<file path="config.mk">
export PLATFORM = sky130hd
export DESIGN_NAME = gf163_inverter
export DESIGN_NICKNAME = d
export VERILOG_FILES = /design/src/rtl/gf163_inverter.sv
export SDC_FILE = /design/constraint.sdc
export NUM_CORES = 2
export LEC_CHECK = 0
export CELL_PAD_IN_SITES_DETAIL_PLACEMENT = 1
export CELL_PAD_IN_SITES_GLOBAL_PLACEMENT = 2
export CORE_MARGIN = 5
export CORE_UTILIZATION = 38
export DETAILED_ROUTE_END_ITERATION = 10
export PLACE_DENSITY = 0.93
export SYNTH_ARGS = -nofsm -noshare
export SYNTH_HDL_FRONTEND = slang
export SYNTH_SLANG_ARGS = --single-unit
</file>
<file path="constraint.sdc">
create_clock -name clk -period 10 [get_ports clk]
set_input_delay 1.5 -clock clk [delete_from_list [all_inputs] [get_ports clk]]
set_output_delay 1.5 -clock clk [all_outputs]
set_load 0.05 [all_outputs]
</file>
<file path="src/rtl/gf163_inverter.sv">
// Multiplicative inverse over GF(2^163) by the binary extended Euclidean algorithm,
// one iteration per clock.
module gf163_inverter #(
    parameter int unsigned M = 163,
    parameter logic [M:0]  F = 164'h8_0000_0000_0000_0000_0000_0000_0000_0000_0000_00C9
) (
    input  logic         clk,
    input  logic         rst,
    input  logic         start,
    input  logic [M-1:0] a,
    output logic         busy,
    output logic         done,
    output logic         err,
    output logic [M-1:0] z
);

    typedef enum logic [1:0] {
        IDLE = 2'd0,
        RUN  = 2'd1,
        FIN  = 2'd2
    } state_t;

    localparam logic [M-1:0] ONE   = M'(1);
    localparam logic [M:0]   ONE_V = (M + 1)'(1);

    state_t       state;
    logic [M-1:0] u;
    logic [M:0]   v;
    logic [M-1:0] g1;
    logic [M-1:0] g2;

    // Divide by x modulo f: add f first when g is odd so the shift is exact.
    function automatic logic [M-1:0] half_mod(input logic [M-1:0] g);
        logic [M:0] t;
        t = g[0] ? ({1'b0, g} ^ F) : {1'b0, g};
        return t[M:1];
    endfunction

    always_ff @(posedge clk) begin
        if (rst) begin
            state <= IDLE;
            busy  <= 1'b0;
            done  <= 1'b0;
            err   <= 1'b0;
            z     <= '0;
            u     <= '0;
            v     <= '0;
            g1    <= '0;
            g2    <= '0;
        end else begin
            done <= 1'b0;
            case (state)
                IDLE: begin
                    if (start) begin
                        busy <= 1'b1;
                        if (a == '0) begin
                            // Zero has no inverse: report straight away.
                            state <= FIN;
                            done  <= 1'b1;
                            err   <= 1'b1;
                            z     <= '0;
                        end else begin
                            state <= RUN;
                            u     <= a;
                            v     <= F;
                            g1    <= ONE;
                            g2    <= '0;
                        end
                    end
                end
                RUN: begin
                    if (u == ONE) begin
                        z     <= g1;
                        err   <= 1'b0;
                        done  <= 1'b1;
                        state <= FIN;
                    end else if (v == ONE_V) begin
                        z     <= g2;
                        err   <= 1'b0;
                        done  <= 1'b1;
                        state <= FIN;
                    end else if (!u[0]) begin
                        u  <= u >> 1;
                        g1 <= half_mod(g1);
                    end else if (!v[0]) begin
                        v  <= v >> 1;
                        g2 <= half_mod(g2);
                    end else if ({1'b0, u} > v) begin
                        // v < u < 2^M here, so v's top bit is already clear.
                        u  <= u ^ v[M-1:0];
                        g1 <= g1 ^ g2;
                    end else begin
                        v  <= v ^ {1'b0, u};
                        g2 <= g2 ^ g1;
                    end
                end
                FIN: begin
                    busy  <= 1'b0;
                    state <= IDLE;
                end
                default: begin
                    busy  <= 1'b0;
                    state <= IDLE;
                end
            endcase
        end
    end

endmodule

</file>
=== Word-level counts from Yosys, hierarchy flattened ===
Cells that the tools add are included.

* Bits in registers: 821
* Latch bits: 0
* Memory bits (writable): 0
* Memory bits (read-only): 0
* Input bits: 166
* Output and inout bits: 166
* Memories kept: 0

* $add $sub $neg: 0
* Multipliers: 0
* Divide/modulo/power cells: 0
* Order comparisons: 1
* Equality and inequality tests: 13
* Shift operators: 0
* Mux-type cells: 56
* Bitwise logic cells: 6
* Reduce and logical (&&, ||, !) cells: 10

{| class="wikitable"
|+ Operator list
! kind !! count
|-
| $mux 163 || 25
|-
| $mux 164 || 9
|-
| $pmux 163 s2 || 4
|-
| $pmux 164 s2 || 1
|-
| $xor 163x163->163 || 2
|-
| $eq 164x1->1 const B || 1
|-
| $gt 163x164->1 || 1
|-
| $xor 164x163->164 || 1
|-
| $eq 163x1->1 const B || 1
|-
| $logic_not 163->1 || 1
|-
| $reduce_and 7->1 || 2
|-
| $ne 2x2->1 const B || 6
|-
| $ne 3x3->1 const B || 4
|-
| $not 4->5 || 2
|-
| $mux 1 || 9
|-
| $mux 2 || 4
|-
| $pmux 1 s2 || 3
|-
| $reduce_and 6->1 || 1
|-
| $reduce_and 5->1 || 1
|-
| $pmux 2 s2 || 1
|-
| $reduce_and 2->1 || 2
|-
| $reduce_and 4->1 || 1
|-
| $eq 2x1->1 const B || 1
|-
| $logic_not 2->1 || 1
|-
| 2 further kinds || 2
|}

=== Longest topological paths before layout ===
* Depth in word-level cells: 7
* Depth in mapped cells: 18
* Gate-level depth less buffers: 12

=== Worst setup path after synthesis ===
Ideal clock, no wire load.

* Path kind: input -> register
* From: input a[94]
* To: register z[100]
* Library setup time: 0.128 ns
* Arrival time: 3.699 ns
* Setup slack: 6.173 ns
* Cell stages on the path: 13
* Path buffers: 4
* Path through: nor4_1 nand4_1 nor4_1 nand3_1 nor3b_1 a21oi_1 or2_2 clkbuf_1 clkbuf_1 clkbuf_1 clkbuf_1 a21oi_1 nor2_1

* Word-level cells in the longest chain between the ends: 3

{| class="wikitable"
|+ Ends and longest elaborated chain
! what !! RTL line !! RTL
|-
| start, declared || 10 || <nowiki>input logic [M-1:0] a,</nowiki>
|-
| $logic_not 163->1 || 56 || <nowiki>if (a == '0) begin</nowiki>
|-
| $ne 2x2->1 (no line) || - ||
|-
| $reduce_and 4->1 (no line) || - ||
|-
| end signal, assigned || 73 || <nowiki>z <= g1;</nowiki>
|-
| end signal, assigned || 78 || <nowiki>z <= g2;</nowiki>
|-
| end, declared || 14 || <nowiki>output logic [M-1:0] z</nowiki>
|}

Every way passes these cells.
A chain may end at the register's enable or synchronous reset.

=== Worst setup path in the final report ===
* From: register u[118]
* To: register g2[22]

* Word-level cells in the longest chain between the ends: 3
* Elaborated cells on any way between the ends: 5
* Classes of those cells: order compare (1); eq/ne (3); reduce/logical (1)

{| class="wikitable"
|+ Ends and longest elaborated chain
! what !! RTL line !! RTL
|-
| start, declared || 27 || <nowiki>logic [M-1:0] u;</nowiki>
|-
| start signal, assigned || 83 || <nowiki>u <= u >> 1;</nowiki>
|-
| start signal, assigned || 90 || <nowiki>u <= u ^ v[M-1:0];</nowiki>
|-
| $gt 163x164->1 or $eq 163x1->1 (tied branches) || 88, 72 ||
|-
| $ne 3x3->1 (no line) or $ne 2x2->1 (tied branches) || - ||
|-
| $reduce_and 7->1 (no line) * || - ||
|-
| end signal, assigned || 87 || <nowiki>g2 <= half_mod(g2);</nowiki>
|-
| end signal, assigned || 94 || <nowiki>g2 <= g2 ^ g1;</nowiki>
|-
| end, declared || 30 || <nowiki>logic [M-1:0] g2;</nowiki>
|}

Every way passes the cells marked *; elsewhere a longest branch is shown, timed or not.

==> impl_summary.log <==
INFO  metric run_status = complete, no violations
INFO  metric synth.distinct_cells = 70
INFO  metric post-route-period-util = 0.695
INFO  metric cts_post_setup_buffers_inserted = 0
INFO  metric drive_above_1_share = 0.0667
INFO  metric area_growth = 14.6%
INFO  metric path_class = reg2reg
INFO  metric detailed_route_wire_length = 186000 microns
INFO  metric synth.yosys.seq_area_share = 0.342
INFO  metric place_congestion = 0.938
INFO  metric cp_top_family = simple AND/OR/NAND/NOR gates
INFO  metric critical_path.startpoint_type = flip-flop
INFO  metric cts.repair.resized = 0
INFO  metric endpoint_kind = flip-flop
INFO  metric postLayoutCoreUtil = 0.438
INFO  metric die_area = 134000 sq um
INFO  metric post-dp-hpwl = 117000 microns
INFO  metric cp_slowest_stage_delay = 1.05 ns
INFO  metric synth-async-reset-ratio = 0
INFO  metric timing.final.ws_setup = 3.05 ns
INFO  metric worst_skew_pair.late_latency = 0.71 ns
INFO  metric fin_area = 55000 sq um
INFO  metric power.leakage = 17.8 nW
INFO  metric root_buffer = clkbuf_16
INFO  metric placement.io_buffers = 331
INFO  metric holdCritPathClass = reg2reg
INFO  metric postSynthCellCount = 6264
INFO  metric commonest_non_fill_non_tap_cells_in_the_layout = 923 x a21oi_1, 820 x dfxtp_1, 678 x nor2_1, 330 x clkdlybuf4s50_1, 322 x nand2_1
INFO  metric tmin_final = 6.95 ns
INFO  metric avgSynthCellArea = 7.66 sq um
INFO  metric slew-limit-headroom = 0.0801
INFO  metric worst-path-buf-inv = 3
INFO  metric placement.setup.worst_slack = 2.92 ns
INFO  metric combined_global_route_utilization_of_all_metal_layers = 0.266
INFO  metric worstMarginPinSlew = 1.38 ns
INFO  metric timing.final.hold_violations = 0
INFO  metric grt_setup_unrepaired = no
INFO  metric critical_path_arrival = 7.48 ns
INFO  metric synth_area_leader_cell = dfxtp_1
INFO  metric floorplan.rows = 130
INFO  metric core_area = 126000 sq um
INFO  metric dr_total_vias = 49500
INFO  metric die_x = 365 microns
INFO  metric worstHoldStart = err$_SDFFE_PP0P_
INFO  metric viasPerCell = 6.27
INFO  metric largest_fanout_on_the_critical_path = 253
INFO  metric drt_first_pass_iters = 6
INFO  metric report.final.setup_viol = 0
INFO  metric buffer_depth_of_the_longest_clock_path = 3
INFO  metric final_antenna_net_count = 0
INFO  metric instance_area_after_placement = 51600 sq um
INFO  metric ir_worst_vdd = 0.000139 V
INFO  metric fin_tns_setup = 0 ns
INFO  metric layoutNonFillerInstCount = 7900
INFO  metric design.final.nets = 6499
INFO  metric mostFrequentLayoutCell = a21oi_1
INFO  metric power_per_standard_cell_area = 173 nW/um^2
INFO  metric maximum_number_of_pins_on_one_net_before_global_route_repair = 264
INFO  metric floorplan.initialDensity = 0.382
INFO  metric cts_hold_buf = 0
INFO  metric synth_edf_count = 0
INFO  metric timing.critical_path.slowest_stage_cell = nor4_1
INFO  metric ys_dominant_reg_cell = dfxtp_1
INFO  metric worst-endpoint-required = 10.53 ns
INFO  metric max_cap_viol_count = 0
INFO  metric total_of_flip_flops_plus_latches_after_synthesis = 821
INFO  metric drc = 0
INFO  metric netlist.area_leader.share = 0.342
INFO  metric finalClockSkew = 0.0461 ns
INFO  metric drt_wl_cell = 23.6 microns
INFO  metric floorplan.die.height = 365 microns
INFO  metric final-max-slew-violation-count = 0
INFO  metric worstReg2RegStart = u[118]$_SDFFE_PP0P_
INFO  metric post-place-cells = 7717
INFO  metric yosysWarningCount = 0
INFO  metric synthesis.nets = 6594
INFO  metric inserted_clock_buffers = 100
INFO  metric worst_setup_hold_path_clk_slew = 0.06 ns
INFO  metric num_io_pins = 332
INFO  metric netlist_area = 48000 sq um
INFO  metric grt_pass1_wl = 288000 microns
INFO  metric synthTopCellsByArea = dfxtp_1 34%, a21oi_1 9.6%, nor2_1 5.3%
INFO  metric max_clock_freq = 144 MHz
INFO  metric tritoncts = built
INFO  metric overflow = 0
INFO  metric grt_pass1_vias = 48900
INFO  metric cts_htree_levels = 3
INFO  metric antenna_violations_before_repair = 3
INFO  metric setup.worst_path.start = u[118]$_SDFFE_PP0P_
INFO  metric drtIter0Drc = 4219
INFO  metric crit_chain = nor4_1 > nand4_1 > nor4_1 > nand4_1 > buf_12 > o211ai_1 > a21o_1 > nor2_4 > buf_4 > nand2_4 > buf_12 > or3_1 > a31oi_1
INFO  metric cts.sink_count = 821
## worst paths after layout
path / to / slack, ns / cells after the start
hold / removal: err$_SDFFE_PP0P_ / 0.45 / 2
hold reg to reg: err$_SDFFE_PP0P_ / 0.45 / 2
setup / recovery: g2[22]$_SDFFE_PP0P_ / 3.05 / 13
setup reg to reg: g2[22]$_SDFFE_PP0P_ / 3.05 / 13
## report_power, final
group / switching [W] / internal, W / total, W
clock network: 0.00156 / 0.00227 / 0.00382
logic: 0.00138 / 0.000630 / 0.00201
registers: 0.000238 / 0.00342 / 0.00366
## metal layers
layer	GRT usage	vias to the layer above	wire length [microns]
met5	0	-	13
met4	0.117	2	8470
met3	0.0391	373	11700
met2	0.432	1546	84600
met1	0.352	24600	81200
li1	-	23000	-
## Yosys cell counts (all sizes together) (104+ instances only)
library cell and number:
nand2 324, or3 162, buf 118, and3 160, a21oi 925, o211ai 117
nand2b 163, dfxtp 821, ha 164, a311oi 157, nand4 123, a41oi 158
inv 322, clkbuf 465, a22o 104, and4 154, nand3 290, a31oi 160
nor3 314, nor4 145, nor2 680
## worst reg2reg max path, stage by stage (launching register included)
cell,delay (ns)
dfxtp_1,0.36
nor4_1,1.05
nand4_1,0.38
nor4_1,0.78
nand4_1,0.28
buf_12,0.30
o211ai_1,0.74
a21o_1,0.29
nor2_4,0.05
buf_4,0.40
nand2_4,0.79
buf_12,0.71
or3_1,0.57
a31oi_1,0.08
## registers in the layout, indices dropped and copies added, names as in the netlist
| register | count |
|---|---|
| state | 2 |
| z | 163 |
| g2 | 163 |
| done | 1 |
| v | 164 |
| g1 | 163 |
| err | 1 |
| u | 163 |
| busy | 1 |
## through the flow
stage               hold WS [ns]  power, W
finish                     0.451   0.00950
global route               0.462   0.00987
CTS                        0.450   0.00952
detailed placement         0.442   0.00569
global placement           0.435   0.00563
floorplan                  0.439   0.00499
## kinds of logic (layout without fill, tap and decap cells)
kind of cell | count (synthesis) | count (layout) | synth area share
compound gates | 1817 | 1817 | 0.263
xor+xnor | 9 | 9 | 0.00164
fa+ha+maj | 164 | 164 | 0.0427
buf+inv | 905 | 890 | 0.0761
flops | 821 | 821 | 0.342
mux | 12 | 12 | 0.00250
other cells | 0 | 1 | 0
simple gates | 2536 | 2536 | 0.271
## layout make-up
type	instances	area (sq um)
Timing Repair Buffer	386	3870
Inverter	322	1210
Antenna cell	1	2.50
Fill cell	15100	70600
Sequential cell	821	16400
Multi-Input combinational cell	4538	28000
Clock inverter	36	422
Clock buffer	146	2980
Tap cell	1650	2060
Note: power is estimated with default switching activity, not from simulation.
